File: config.mk
export PLATFORM = sky130hd
export DESIGN_NAME = dac_cal_sequencer
export DESIGN_NICKNAME = d
export VERILOG_FILES = /design/src/rtl/dac_cal_sequencer.sv
export SDC_FILE = /design/constraint.sdc
export NUM_CORES = 1
export LEC_CHECK = 0
export CORE_ASPECT_RATIO = 1.1
export CORE_MARGIN = 2
export CORE_UTILIZATION = 57
export CTS_BUF_LIST = sky130_fd_sc_hd__clkbuf_4
export DETAILED_ROUTE_END_ITERATION = 10
export HOLD_SLACK_MARGIN = 0.03
export PLACE_DENSITY_LB_ADDON = 0.3
export SYNTH_ARGS = -nofsm -noshare
export SYNTH_HDL_FRONTEND = slang
export SYNTH_SLANG_ARGS = --single-unit
File: constraint.sdc
create_clock -name clk -period 6.2 [get_ports clk]
set_input_delay 0.62 -clock clk [delete_from_list [all_inputs] [get_ports clk]]
set_output_delay 0.62 -clock clk [all_outputs]
set_load 0.02 [all_outputs]
File: src/rtl/dac_cal_sequencer.sv
// DAC calibration sequencer: forces alternating HI/LO codes onto the codec output,
// waits for the analog path to settle, averages one ADC channel and reports each result.
module dac_cal_sequencer #(
    parameter int W              = 16,
    parameter int SETPOINT_HI    = 20000,
    parameter int SETPOINT_LO    = -20000,
    parameter int N_ROUNDS       = 4,
    parameter int SETTLE_SAMPLES = 4096,
    parameter int AVG_LOG2       = 4
) (
    input  logic                clk,
    input  logic                rst_n,
    input  logic                clk_fs,
    input  logic                start,
    input  logic                abort,
    input  logic signed [W-1:0] adc_in,
    output logic                force_en,
    output logic signed [W-1:0] force_dac_output,
    output logic                busy,
    output logic                done,
    output logic                meas_valid,
    input  logic                meas_ready,
    output logic                meas_point,
    output logic [7:0]          meas_round,
    output logic signed [W-1:0] meas_avg
);

    localparam int AW  = W + AVG_LOG2;
    localparam int CW  = AVG_LOG2 + 1;
    localparam int SCW = (SETTLE_SAMPLES < 2) ? 1 : $clog2(SETTLE_SAMPLES);
    localparam logic signed [W-1:0] HI_CODE = W'(SETPOINT_HI);
    localparam logic signed [W-1:0] LO_CODE = W'(SETPOINT_LO);
    localparam logic [CW-1:0]  AVG_LAST    = CW'((1 << AVG_LOG2) - 1);
    localparam logic [SCW-1:0] SETTLE_LAST = SCW'((SETTLE_SAMPLES == 0) ? 0 : SETTLE_SAMPLES - 1);
    localparam logic [7:0]     LAST_ROUND  = 8'(N_ROUNDS - 1);

    typedef enum logic [2:0] {
        S_IDLE, S_SETTLE, S_ACCUM, S_REPORT, S_DONE
    } state_t;

    state_t state, state_next;
    logic                 point, point_next;
    logic [7:0]           round, round_next;
    logic [SCW-1:0]       settle_cnt;
    logic [CW-1:0]        avg_cnt;
    logic signed [AW-1:0] acc, acc_next;
    logic                 accum_done, active_next;
    logic                 rst_q1, rst_sync_n;
    logic                 fs_meta, fs_sync, fs_prev, tick;

    // Reset asserts asynchronously but releases in step with clk.
    always_ff @(posedge clk or negedge rst_n) begin
        if (!rst_n) begin
            rst_q1     <= 1'b0;
            rst_sync_n <= 1'b0;
        end else begin
            rst_q1     <= 1'b1;
            rst_sync_n <= rst_q1;
        end
    end

    always_ff @(posedge clk or negedge rst_sync_n) begin
        if (!rst_sync_n) begin
            fs_meta <= 1'b0;
            fs_sync <= 1'b0;
            fs_prev <= 1'b0;
        end else begin
            fs_meta <= clk_fs;
            fs_sync <= fs_meta;
            fs_prev <= fs_sync;
        end
    end

    assign tick = fs_sync & ~fs_prev;

    always_ff @(posedge clk or negedge rst_sync_n) begin
        if (!rst_sync_n) begin
            state <= S_IDLE;
            point <= 1'b0;
            round <= 8'd0;
        end else begin
            state <= state_next;
            point <= point_next;
            round <= round_next;
        end
    end

    always_comb begin
        state_next = state;
        point_next = point;
        round_next = round;
        acc_next   = acc + AW'(adc_in);
        accum_done = (state == S_ACCUM) && tick && (avg_cnt == AVG_LAST);
        case (state)
            S_IDLE: begin
                if (start && !abort) begin
                    state_next = S_SETTLE;
                    point_next = 1'b0;
                    round_next = 8'd0;
                end
            end
            S_SETTLE: begin
                if (SETTLE_SAMPLES == 0 || (tick && settle_cnt == SETTLE_LAST))
                    state_next = S_ACCUM;
            end
            S_ACCUM: begin
                if (accum_done) state_next = S_REPORT;
            end
            S_REPORT: begin
                if (meas_ready) begin
                    if (!point) begin
                        point_next = 1'b1;
                        state_next = S_SETTLE;
                    end else if (round < LAST_ROUND) begin
                        round_next = round + 8'd1;
                        point_next = 1'b0;
                        state_next = S_SETTLE;
                    end else begin
                        state_next = S_DONE;
                    end
                end
            end
            S_DONE:  state_next = S_IDLE;
            default: state_next = S_IDLE;
        endcase
        if (abort && state != S_IDLE) state_next = S_IDLE;
        active_next = (state_next == S_SETTLE) || (state_next == S_ACCUM) ||
                      (state_next == S_REPORT);
    end

    // Outputs follow the next state, so they only move on state transitions.
    always_ff @(posedge clk or negedge rst_sync_n) begin
        if (!rst_sync_n) begin
            force_en         <= 1'b0;
            force_dac_output <= '0;
            busy             <= 1'b0;
            done             <= 1'b0;
            meas_valid       <= 1'b0;
            meas_point       <= 1'b0;
            meas_round       <= 8'd0;
            meas_avg         <= '0;
            settle_cnt       <= '0;
            avg_cnt          <= '0;
            acc              <= '0;
        end else begin
            force_en         <= active_next;
            busy             <= active_next;
            force_dac_output <= !active_next ? '0 : (point_next ? LO_CODE : HI_CODE);
            done             <= (state_next == S_DONE);
            meas_valid       <= (state_next == S_REPORT);

            if (state != S_SETTLE)  settle_cnt <= '0;
            else if (tick)          settle_cnt <= settle_cnt + SCW'(1);

            // Accumulator stays cleared outside ACCUM, including after each accept.
            if (state != S_ACCUM) begin
                avg_cnt <= '0;
                acc     <= '0;
            end else if (tick) begin
                avg_cnt <= avg_cnt + CW'(1);
                acc     <= acc_next;
            end

            if (accum_done) begin
                meas_avg   <= W'(acc_next >>> AVG_LOG2);
                meas_point <= point;
                meas_round <= round;
            end
        end
    end

endmodule

== Word-level counts from Yosys, hierarchy flattened ==
Cells that the tools add are included.

* Add/subtract/negate cells: 4
* Bitwise logic cells: 2
* Equal/unequal tests: 15
* Multiplexer cells: 26
* Reductions and logical operators: 14
* Order comparisons: 1

{| class="wikitable"
|+ Operators by type and width
! kind !! count
|-
| two-way mux 20 bit || 2
|-
| two-way mux 16 bit || 2
|-
| two-way mux 8 bit || 4
|-
| two-way mux 12 bit || 2
|-
| two-way mux 3 bit || 7
|-
| adder 20 x 16 -> 20 bit || 1
|-
| case mux 8 bit (2 select lines) || 1
|-
| adder 12 x 1 -> 12 bit (second input constant) || 1
|-
| == test 12 bit (second input constant) || 1
|-
| == test 3 x 2 -> 1 bit (second input constant) || 4
|-
| case mux 3 bit (4 select lines) || 1
|-
| two-way mux 5 bit || 2
|-
| adder 8 x 1 -> 8 bit (second input constant) || 1
|-
| < comparator 8 x 2 -> 1 bit (second input constant) || 1
|-
| inequality test 2 bit (second input constant) || 4
|-
| == test 3 x 1 -> 1 bit (second input constant) || 2
|-
| nonzero test 2 bit || 3
|-
| adder 5 x 1 -> 5 bit (second input constant) || 1
|-
| == test 5 x 4 -> 1 bit (second input constant) || 1
|-
| logical AND 1 bit || 5
|-
| AND reduction 5 bit || 1
|-
| two-way mux 1 bit || 4
|-
| == test 3 bit (second input constant) || 1
|-
| zero test 3 bit || 1
|-
| other kinds (8) || 9
|}

* Flip-flop bits (word level): 98
* Word-level logic and storage cells: 80
* Bits of input ports: 22
* Output and inout port bits: 45

== Logic depth before layout (Yosys ltp) ==
Gate-level depths: netlist of the first run.

* Depth in word-level cells: 11
* Mapped depth: 9
* Depth with buffers taken out: 9

== Worst setup path after synthesis of the first run ==
No wires, ideal clock.

* Kind: input to register
* Start point: input adc_in[0]
* End point: register acc[8]
* Path buffers: 0
* Library setup time: 0.126 ns
* Setup slack: 3.554 ns
* Arrival time: 2.520 ns
* Data required time: 6.074 ns
* Cell stages on the path: 9
* Cell sequence: ha_1 -> fa_1 -> a21o_1 -> a21oi_4 -> o21ai_4 -> a21o_1 -> a21o_1 -> nor4b_4 -> a311o_1

* Word-level cells in the longest chain between the ends: 3

{| class="wikitable"
|+ Ends and longest elaborated chain
! item !! RTL line !! RTL
|-
| start: declaration || 16 || <nowiki>input logic signed [W-1:0] adc_in,</nowiki>
|-
| adder 20 x 16 -> 20 bit || 92 || <nowiki>acc_next = acc + AW'(adc_in);</nowiki>
|-
| two-way mux 20 bit || 159 || <nowiki>end else if (tick) begin</nowiki>
|-
| two-way mux 20 bit || 156 || <nowiki>if (state != S_ACCUM) begin</nowiki>
|-
| end signal: assignment || 161 || <nowiki>acc <= acc_next;</nowiki>
|-
| end: declaration || 46 || <nowiki>logic signed [AW-1:0] acc, acc_next;</nowiki>
|}

Every way passes these cells. The select of a mux whose other input is x is not followed.
A chain may end at the register's enable or synchronous reset.

== Worst setup path in the final report of the first run ==
Same ends and word-level chain as after synthesis.

==> results of run 1 <==
layout make-up:
| class | instances | area share, % |
|---|---|---|
| clock buffer | 9 | 1.25 |
| clock inverter | 7 | 1.38 |
| inverter | 8 | 0.554 |
| multi-input combinational | 378 | 43.7 |
| sequential | 84 | 38.8 |
| tap | 108 | 2.49 |
| timing repair buffer | 65 | 11.8 |
registers in the layout, indices dropped and copies added, names as in the netlist:
name and cells:
fs_sync 1, acc 20, rst_q1 1, settle_cnt 12
meas_avg 16, meas_point 1, meas_valid 1, rst_sync_n 1
fs_meta 1, state 3, meas_round 8, force_dac_output 3
done 1, fs_prev 1, round 8, avg_cnt 5
point 1
kinds of logic after synthesis:
group / after synthesis
xor+xnor: 29
simple gates: 220
other cells: 2
buf+inv: 46
flops: 84
compound gates: 95
mux: 4
fa+ha+maj: 24
worst reg2reg max path: cells and delay by family (launching register included):
kind                     cells  cell delay, ns
adder cells (fa/ha/maj)      2            0.65
AO/OA/AOI/OAI                6            1.25
AND/OR/NAND/NOR              1            0.13
flip-flops                   1            0.41
power by group through the flow:
stage | sequential [uW] | combinational, uW | clock [uW]
final | 568 | 100 | 327
after global routing | 572 | 108 | 360
after CTS | 569 | 99.9 | 336
after detailed placement | 580 | 99.4 | 0
after global placement | 579 | 97.8 | 0
after floorplan | 577 | 68.7 | 0
final timing paths:
kind,endpoint,start,slack [ns],cells after the start
max,acc[8],adc_in[0],3.46,10
min,rst_q1,rst_n,0.33,1
max reg2reg,acc[8],acc[0],3.65,9
min reg2reg,fs_sync,fs_meta,0.38,0
max in group asynchronous,acc[18],rst_sync_n,5.01,0
min in group clk,fs_sync,fs_meta,0.38,0
routing by layer:
metal / vias up / global-route usage [%] / share of wire, %
met2: 144 / 40.6 / 50
met3: 17 / 3.79 / 6.4
li1: 1812 / - / -
met1: 1817 / 31.9 / 42
met5: - / 0 / 0
met4: 0 / 7.93 / 1.6
placed cells by master, fill, tap and decap left out, types with 6 or more instances in the layout:
| cell | instances |
|---|---|
| sky130_fd_sc_hd__clkbuf_4 | 9 |
| sky130_fd_sc_hd__dfrtp_1 | 83 |
| sky130_fd_sc_hd__o21ai_0 | 15 |
| sky130_fd_sc_hd__xor2_1 | 15 |
| sky130_fd_sc_hd__xnor2_1 | 13 |
| sky130_fd_sc_hd__conb_1 | 6 |
| sky130_fd_sc_hd__nor2_1 | 43 |
| sky130_fd_sc_hd__a21o_1 | 8 |
| sky130_fd_sc_hd__nor3_1 | 8 |
| sky130_fd_sc_hd__a21oi_1 | 27 |
| sky130_fd_sc_hd__and4_1 | 6 |
| sky130_fd_sc_hd__ha_1 | 23 |
| sky130_fd_sc_hd__nand2_1 | 103 |
| sky130_fd_sc_hd__nand3_1 | 20 |
| sky130_fd_sc_hd__inv_1 | 8 |
| sky130_fd_sc_hd__clkdlybuf4s50_1 | 61 |
| sky130_fd_sc_hd__and3_1 | 7 |
| sky130_fd_sc_hd__nand4_1 | 7 |
stage by stage:
step                instances  area, sq um  setup slack [ns]  total power (uW)  utilization (%)
finish                    659         5420              3.46               995             68.2
global route              659         5420              3.35              1040             68.2
CTS                       659         5420              3.49              1010             68.2
detailed placement        643         5280              3.02               679             66.4
global placement          643         5280              3.05               677             66.4
floorplan                 508         4730              3.55               646                -
==> reports/metrics.csv, run 1 <==
stage,metric,value,unit
outcome,result of the run,finished clean,
cts,source-to-sink clock delay at the later pin of the worst-skew pair,0.44,ns
synth,number of different library cells in the post-synthesis netlist,60,
worst_setup_path,Setup crit start kind,input pin,
synth,proportion of synthesized chip area in sequential cells,44.6,%
power,switching fraction of total power,27.5,%
place,Port Buffer Count,61,
layout,share of cells above drive strength 1,7.26,%
cts,root buffer cell,sky130_fd_sc_hd__clkbuf_4,
synth,most area-hungry cell type in the Yosys netlist,sky130_fd_sc_hd__dfrtp_1,
drt,TritonRoute pass-1 iters,4,
cts,deepest clock path buffer count,2,
timing,number of max-slew violations in the final report,0,
floorplanning,DIE WIDTH,90.7,microns
timing,RSZ-0062 raised after global routing,false,
worst_setup_path,required time at the endpoint of the critical path,6.53,ns
drt,Routed WL,10300,microns
timing,smallest hold slack,0.327,ns
drt,count of vias placed by the detailed router,3790,
synth,Yosys top cell area share,44.6,%
worst_setup_path,"Worst Path Class, Setup",in -> reg,
global_route,maximum number of pins on one net before global-route repair,83,
layout,Layout area overhead,15.0,%
timing,Setup Total Neg Slack,0,ns
floorplanning,vertical die dimension,99.4,microns
worst_setup_path,element type at the critical path end,flip-flop,
min_path,type of the most critical hold path,in -> async,
power,internal cell power,721,uW
synth,compound-gate portion of the synthesized area,14.6,%
worst_setup_path,cell mode on critical path,sky130_fd_sc_hd__a21o_1,
synth,dominant register cell in the synthesized netlist,sky130_fd_sc_hd__dfrtp_1,
timing,final period demand of the worst path,2.74,ns
worst_setup_path,Bufs and invs on worst path,1,
worst_setup_path,cell family with most CP delay,compound AO/OA/AOI/OAI gates,
layout,area of combinational cells with multiple inputs,2370,sq um
worst_setup_path,Max Fanout on Critical Path,5,
worst_setup_path,Worst path slowest cell,sky130_fd_sc_hd__fa_1,
synth,most common cell in the synthesized netlist,sky130_fd_sc_hd__nand2_1,
place,RePlAce Congestion,0.906,
cts,CTS-repair resized insts,0,
synth,most instantiated cells after synthesis,"sky130_fd_sc_hd__nand2_1, sky130_fd_sc_hd__dfrtp_1, sky130_fd_sc_hd__nor2_1",
power,sequential cell fraction of total power,57.1,%
timing,number of hold-slack violations in the final timing report,0,
synth,Avg Inst Size Synth,9.36,sq um
worst_setup_path,arrival time at the worst endpoint,3.07,ns
power,maximum vdd ir drop,91.1,uV
drt,Final ANT Viol Nets,0,
timing,worst rel slew slack,31.3,%
worst_setup_path,crit-path max cell delay,0.42,ns
layout,antenna cell count,0,
power,clock power share,32.8,%
floorplanning,I/O pin total,67,
global_route,GRT Resource Usage Total,24.0,%
global_route,antenna violations before repair,0,
power,power density cells,184,nW/um^2
power,total leakage power,0.00245,uW
layout,NumNets Final,592,
timing,Worst Tran Pin Value,1.03,ns
timing,highest clock rate,364,MHz
cts,cts-stage hold buffer count,0,
floorplanning,starting density of the core,59.3,%
cts,total number of clock tree sinks,84,
synth,cell area after synthesis,4720,sq um
cts,clock slew at the register clock pins of the worst setup and hold paths,0.14,ns
floorplanning,full die area,9020,sq um
cts,Max H-tree Level,3,
cts,Num CTS Buffers,9,
cts,postcts setup bufs,0,
run,Maximum Capacitance Violations,0,
synth,Gate Count Post-Synth,504,
power,Combinational Power Share,10.1,%
timing,post-route clock skew,0.0153,ns
synth,share of cell area taken by muxes after synthesis,0.876,%
floorplanning,number of placement rows,34,
floorplanning,Std-Cell Core Area,7960,sq um
worst_setup_path,crit-path cells,clkdlybuf4s50_1 > ha_1 > fa_1 > a21o_1 > a21oi_4 > o21ai_4 > a21o_1 > a21o_1 > nor4b_4 > a311o_1,
power,sw power,274,uW
synth,proportion of synthesized flip-flops having asynchronous set or reset,100,%
global_route,vias in the first global route,3686,
timing,share of the cycle needed by the critical path after routing,44.3,%
layout,Filler cells,657,
global_route,overflow left after global routing,0,
synth,number of warnings printed during yosys synthesis,0,
synth,"area fraction in and, or, nand and nor cells after synthesis",22.0,%
synth,dominant combinational cell family by area after synthesis,simple AND/OR/NAND/NOR gates,
drt,via-per-instance ratio,5.75,
synth,Adder-Cell Fraction of Synth Area,6.53,%
layout,Register Area,2110,sq um
timing,# setup viols final,0,
drt,average wire per standard cell,15.6,microns
drt,drc violations,0,
synth,number of enable-type register cells in the synthesized netlist,0,
global_route,first-pass GRT wire length,17500,microns
cts,clock tree from TritonCTS,yes,
place,HPWL after DPL,7330,microns
synth,synth top area cells,"sky130_fd_sc_hd__dfrtp_1, sky130_fd_sc_hd__nand2_1, sky130_fd_sc_hd__ha_1, sky130_fd_sc_hd__nor2_1, sky130_fd_sc_hd__buf_4",
synth,xor/xnor cell area share of the yosys netlist,5.68,%
synth,"flops & latches, synth",84,
drt,initial drt markers,211,
No activity file was read; power rests on OpenSTA's default activity.
==> inputs of run 2 (changes only) <==
- CORE_UTILIZATION: 57 -> 51
- clock period: 6.2 -> 2.5 ns (I/O delays scaled with it)
==> reports/metrics.csv, run 2 (synthesized netlist as in run 1, its figures left out) <==
stage,metric,value,unit,change
drt,via-per-instance ratio,5.51,,-4.3%
global_route,overflow left after global routing,0,,unchanged
power,power density cells,426,nW/um^2,+130%
worst_setup_path,endpoint of the worst register-to-register path,acc[8],,
power,maximum vdd ir drop,276,uV,+200%
place,Port Buffer Count,61,,unchanged
floorplanning,starting density of the core,52.9,%,-6.4 points
worst_setup_path,Worst path slowest cell,sky130_fd_sc_hd__dfrtp_1,,
power,internal cell power,1720,uW,+140%
floorplanning,I/O pin total,67,,unchanged
power,clock power share,30.5,%,-2.3 points
cts,source-to-sink clock delay at the later pin of the worst-skew pair,0.44,ns,about the same
drt,count of vias placed by the detailed router,3849,,+1.6%
drt,Routed WL,10300,microns,+0.56%
min_path,type of the most critical hold path,in -> reg,,
global_route,met2 layer usage reported by global route,35.6,%,-5.0 points
worst_setup_path,required time at the endpoint of the critical path,2.82,ns,-3.71 ns
timing,number of max-slew violations in the final report,0,,unchanged
worst_setup_path,reg-to-reg startpoint,acc[0],,
place,HPWL after DPL,7560,microns,+3.2%
drt,initial drt markers,154,,-27%
power,sequential cell fraction of total power,58.0,%,+0.9 points
place,RePlAce Congestion,0.910,,+0.35%
drt,TritonRoute pass-1 iters,5,,+1
worst_setup_path,cell family with most CP delay,compound AO/OA/AOI/OAI gates,,
global_route,first-pass GRT wire length,17500,microns,about the same
drt,average wire per standard cell,14.8,microns,-5.2%
cts,Max H-tree Level,3,,unchanged
global_route,antenna violations before repair,0,,unchanged
timing,RSZ-0062 raised after global routing,false,,
layout,Layout area overhead,20.5,%,
cts,root buffer cell,sky130_fd_sc_hd__clkbuf_4,,
power,sw power,702,uW,+160%
layout,flip-flop count of the largest register after layout,20,,unchanged
layout,area of combinational cells with multiple inputs,2370,sq um,unchanged
cts,deepest clock path buffer count,2,,unchanged
cts,clock tree from TritonCTS,yes,,
worst_setup_path,Bufs and invs on worst path,0,,-1
worst_setup_path,element type at the critical path end,flip-flop,,
global_route,maximum number of pins on one net before global-route repair,65,,-22%
worst_setup_path,crit-path cells,ha_1 > fa_1 > a21o_1 > a21oi_4 > o21ai_4 > a21o_1 > a21o_1 > nor4b_4 > a311o_1,,
global_route,global routing usage on met1,30.5,%,-1.4 points
global_route,GRT Resource Usage Total,22.0,%,-2.0 points
timing,post-route clock skew,0.0242,ns,+0.00887 ns
floorplanning,Std-Cell Core Area,8920,sq um,+12%
layout,NumNets Final,626,,+5.7%
worst_setup_path,Register-to-Register Setup Slack,0.09,ns,-3.56 ns
floorplanning,full die area,10000,sq um,+11%
min_path,worst hold path cell count,1,,
timing,final period demand of the worst path,2.41,ns,
floorplanning,DIE WIDTH,95.7,microns,+5.5%
layout,Register Area,2110,sq um,unchanged
timing,share of the cycle needed by the critical path after routing,96.4,%,
layout,largest registers in the final layout,"acc (20), meas_avg (16), settle_cnt (12)",,
worst_setup_path,Setup crit start kind,flip-flop,,
worst_setup_path,cell mode on critical path,sky130_fd_sc_hd__a21o_1,,
layout,"leading cell type in the layout, fill and taps excluded",sky130_fd_sc_hd__nand2_1,,
worst_setup_path,arrival time at the worst endpoint,2.73,ns,-0.34 ns
cts,total number of clock tree sinks,84,,unchanged
worst_setup_path,number of cell instances on the worst register-to-register path,9,,unchanged
floorplanning,vertical die dimension,105,microns,+5.5%
power,switching fraction of total power,29.0,%,+1.5 points
layout,Filler cells,754,,+15%
drt,Final ANT Viol Nets,0,,unchanged
layout,register bank with the most flops,acc,,
global_route,most utilized layer in the global route result,met2,,
min_path,WHS Endpoint,fs_meta,,
drt,drc violations,0,,unchanged
layout,share of cells above drive strength 1,12.5,%,+5.2 points
timing,highest clock rate,415,MHz,
timing,number of hold-slack violations in the final timing report,0,,unchanged
timing,Setup Total Neg Slack,0,ns,unchanged
timing,smallest hold slack,0.257,ns,-0.0707 ns
layout,utilization after layout,63.7,%,-4.4 points
worst_setup_path,Max Fanout on Critical Path,5,,unchanged
power,total leakage power,0.00262,uW,+6.7%
min_path,worst hold path startpoint,clk_fs,,
timing,# setup viols final,0,,unchanged
timing,Worst Tran Pin Value,0.830,ns,-0.200 ns
layout,"leading cell types in the layout, fill and taps excluded","sky130_fd_sc_hd__nand2_1, sky130_fd_sc_hd__dfrtp_1, sky130_fd_sc_hd__clkdlybuf4s50_1",,
timing,worst rel slew slack,44.7,%,+13 points
worst_setup_path,crit-path max cell delay,0.41,ns,about the same
global_route,vias in the first global route,3770,,+2.3%
cts,CTS-repair resized insts,0,,unchanged
floorplanning,number of placement rows,36,,+5.9%
layout,antenna cell count,0,,unchanged
cts,postcts setup bufs,0,,unchanged
run,Maximum Capacitance Violations,0,,unchanged
cts,clock slew at the register clock pins of the worst setup and hold paths,0.15,ns,about the same
worst_setup_path,"Worst Path Class, Setup",reg -> reg,,
outcome,result of the run,finished clean,,
power,Combinational Power Share,11.5,%,+1.4 points
cts,Num CTS Buffers,9,,unchanged
global_route,met3 usage in global routing,3.32,%,-0.47 points
run 2: cell count changes in the layout (fill, tap and decap cells not counted), sizes merged:
cell / change
buf: +33
bufinv: -1
clkinv: -1
dlygate4sd3: +1
inv: +2
run 2: final cells by class:
| class | instances | share of cell area, % |
|---|---|---|
| clock buffer | 9 | 1.19 |
| clock inverter | 7 | 1.01 |
| inverter | 8 | 0.529 |
| multi-input combinational | 378 | 41.7 |
| sequential | 84 | 37.1 |
| tap | 114 | 2.51 |
| timing repair buffer | 99 | 16.0 |
run 2: worst max path at each step:
stage                     slack [ns]  endpoint  cells past startpoint       from
after floorplan                 0.12    acc[8]                      9     acc[0]
after global placement         -0.17    acc[8]                     10  adc_in[0]
after detailed placement       -0.22    acc[8]                     10  adc_in[0]
after CTS                       0.06    acc[8]                      9     acc[0]
after global routing           0.009    acc[8]                      9     acc[0]
final                           0.09    acc[8]                      9     acc[0]
run 2: metrics by stage:
| stage | std cells | total power, uW | area [sq um] | worst slack [ns] |
|---|---|---|---|---|
| after floorplan | 508 | 1600 | 4730 | 0.120 |
| after global placement | 682 | 1700 | 5550 | -0.169 |
| after detailed placement | 682 | 1710 | 5550 | -0.220 |
| after CTS | 699 | 2450 | 5680 | 0.0552 |
| after global routing | 699 | 2530 | 5680 | 0.00856 |
| final | 699 | 2420 | 5680 | 0.0907 |
run 2: layer usage:
layer / up-vias / routed length, microns
li1: 1890 / -
met1: 1849 / 4740
met2: 98 / 4960
met3: 12 / 474
met4: 0 / 132
met5: - / 0
run 2: repair_timing:
action | 4_1_cts | 5_1_grt
endpoints found under the setup margin | 0 | 1
hold buffers | 1 | 0
hold endpoints to repair | 2 | 0
run 2: power groups by stage:
stage	Sequential, uW	Combinational (uW)	Clock, uW
floorplan	1430	170	0
detailed placement	1430	277	0
global placement	1430	272	0
CTS	1410	280	764
global route	1410	305	811
finish	1400	279	738
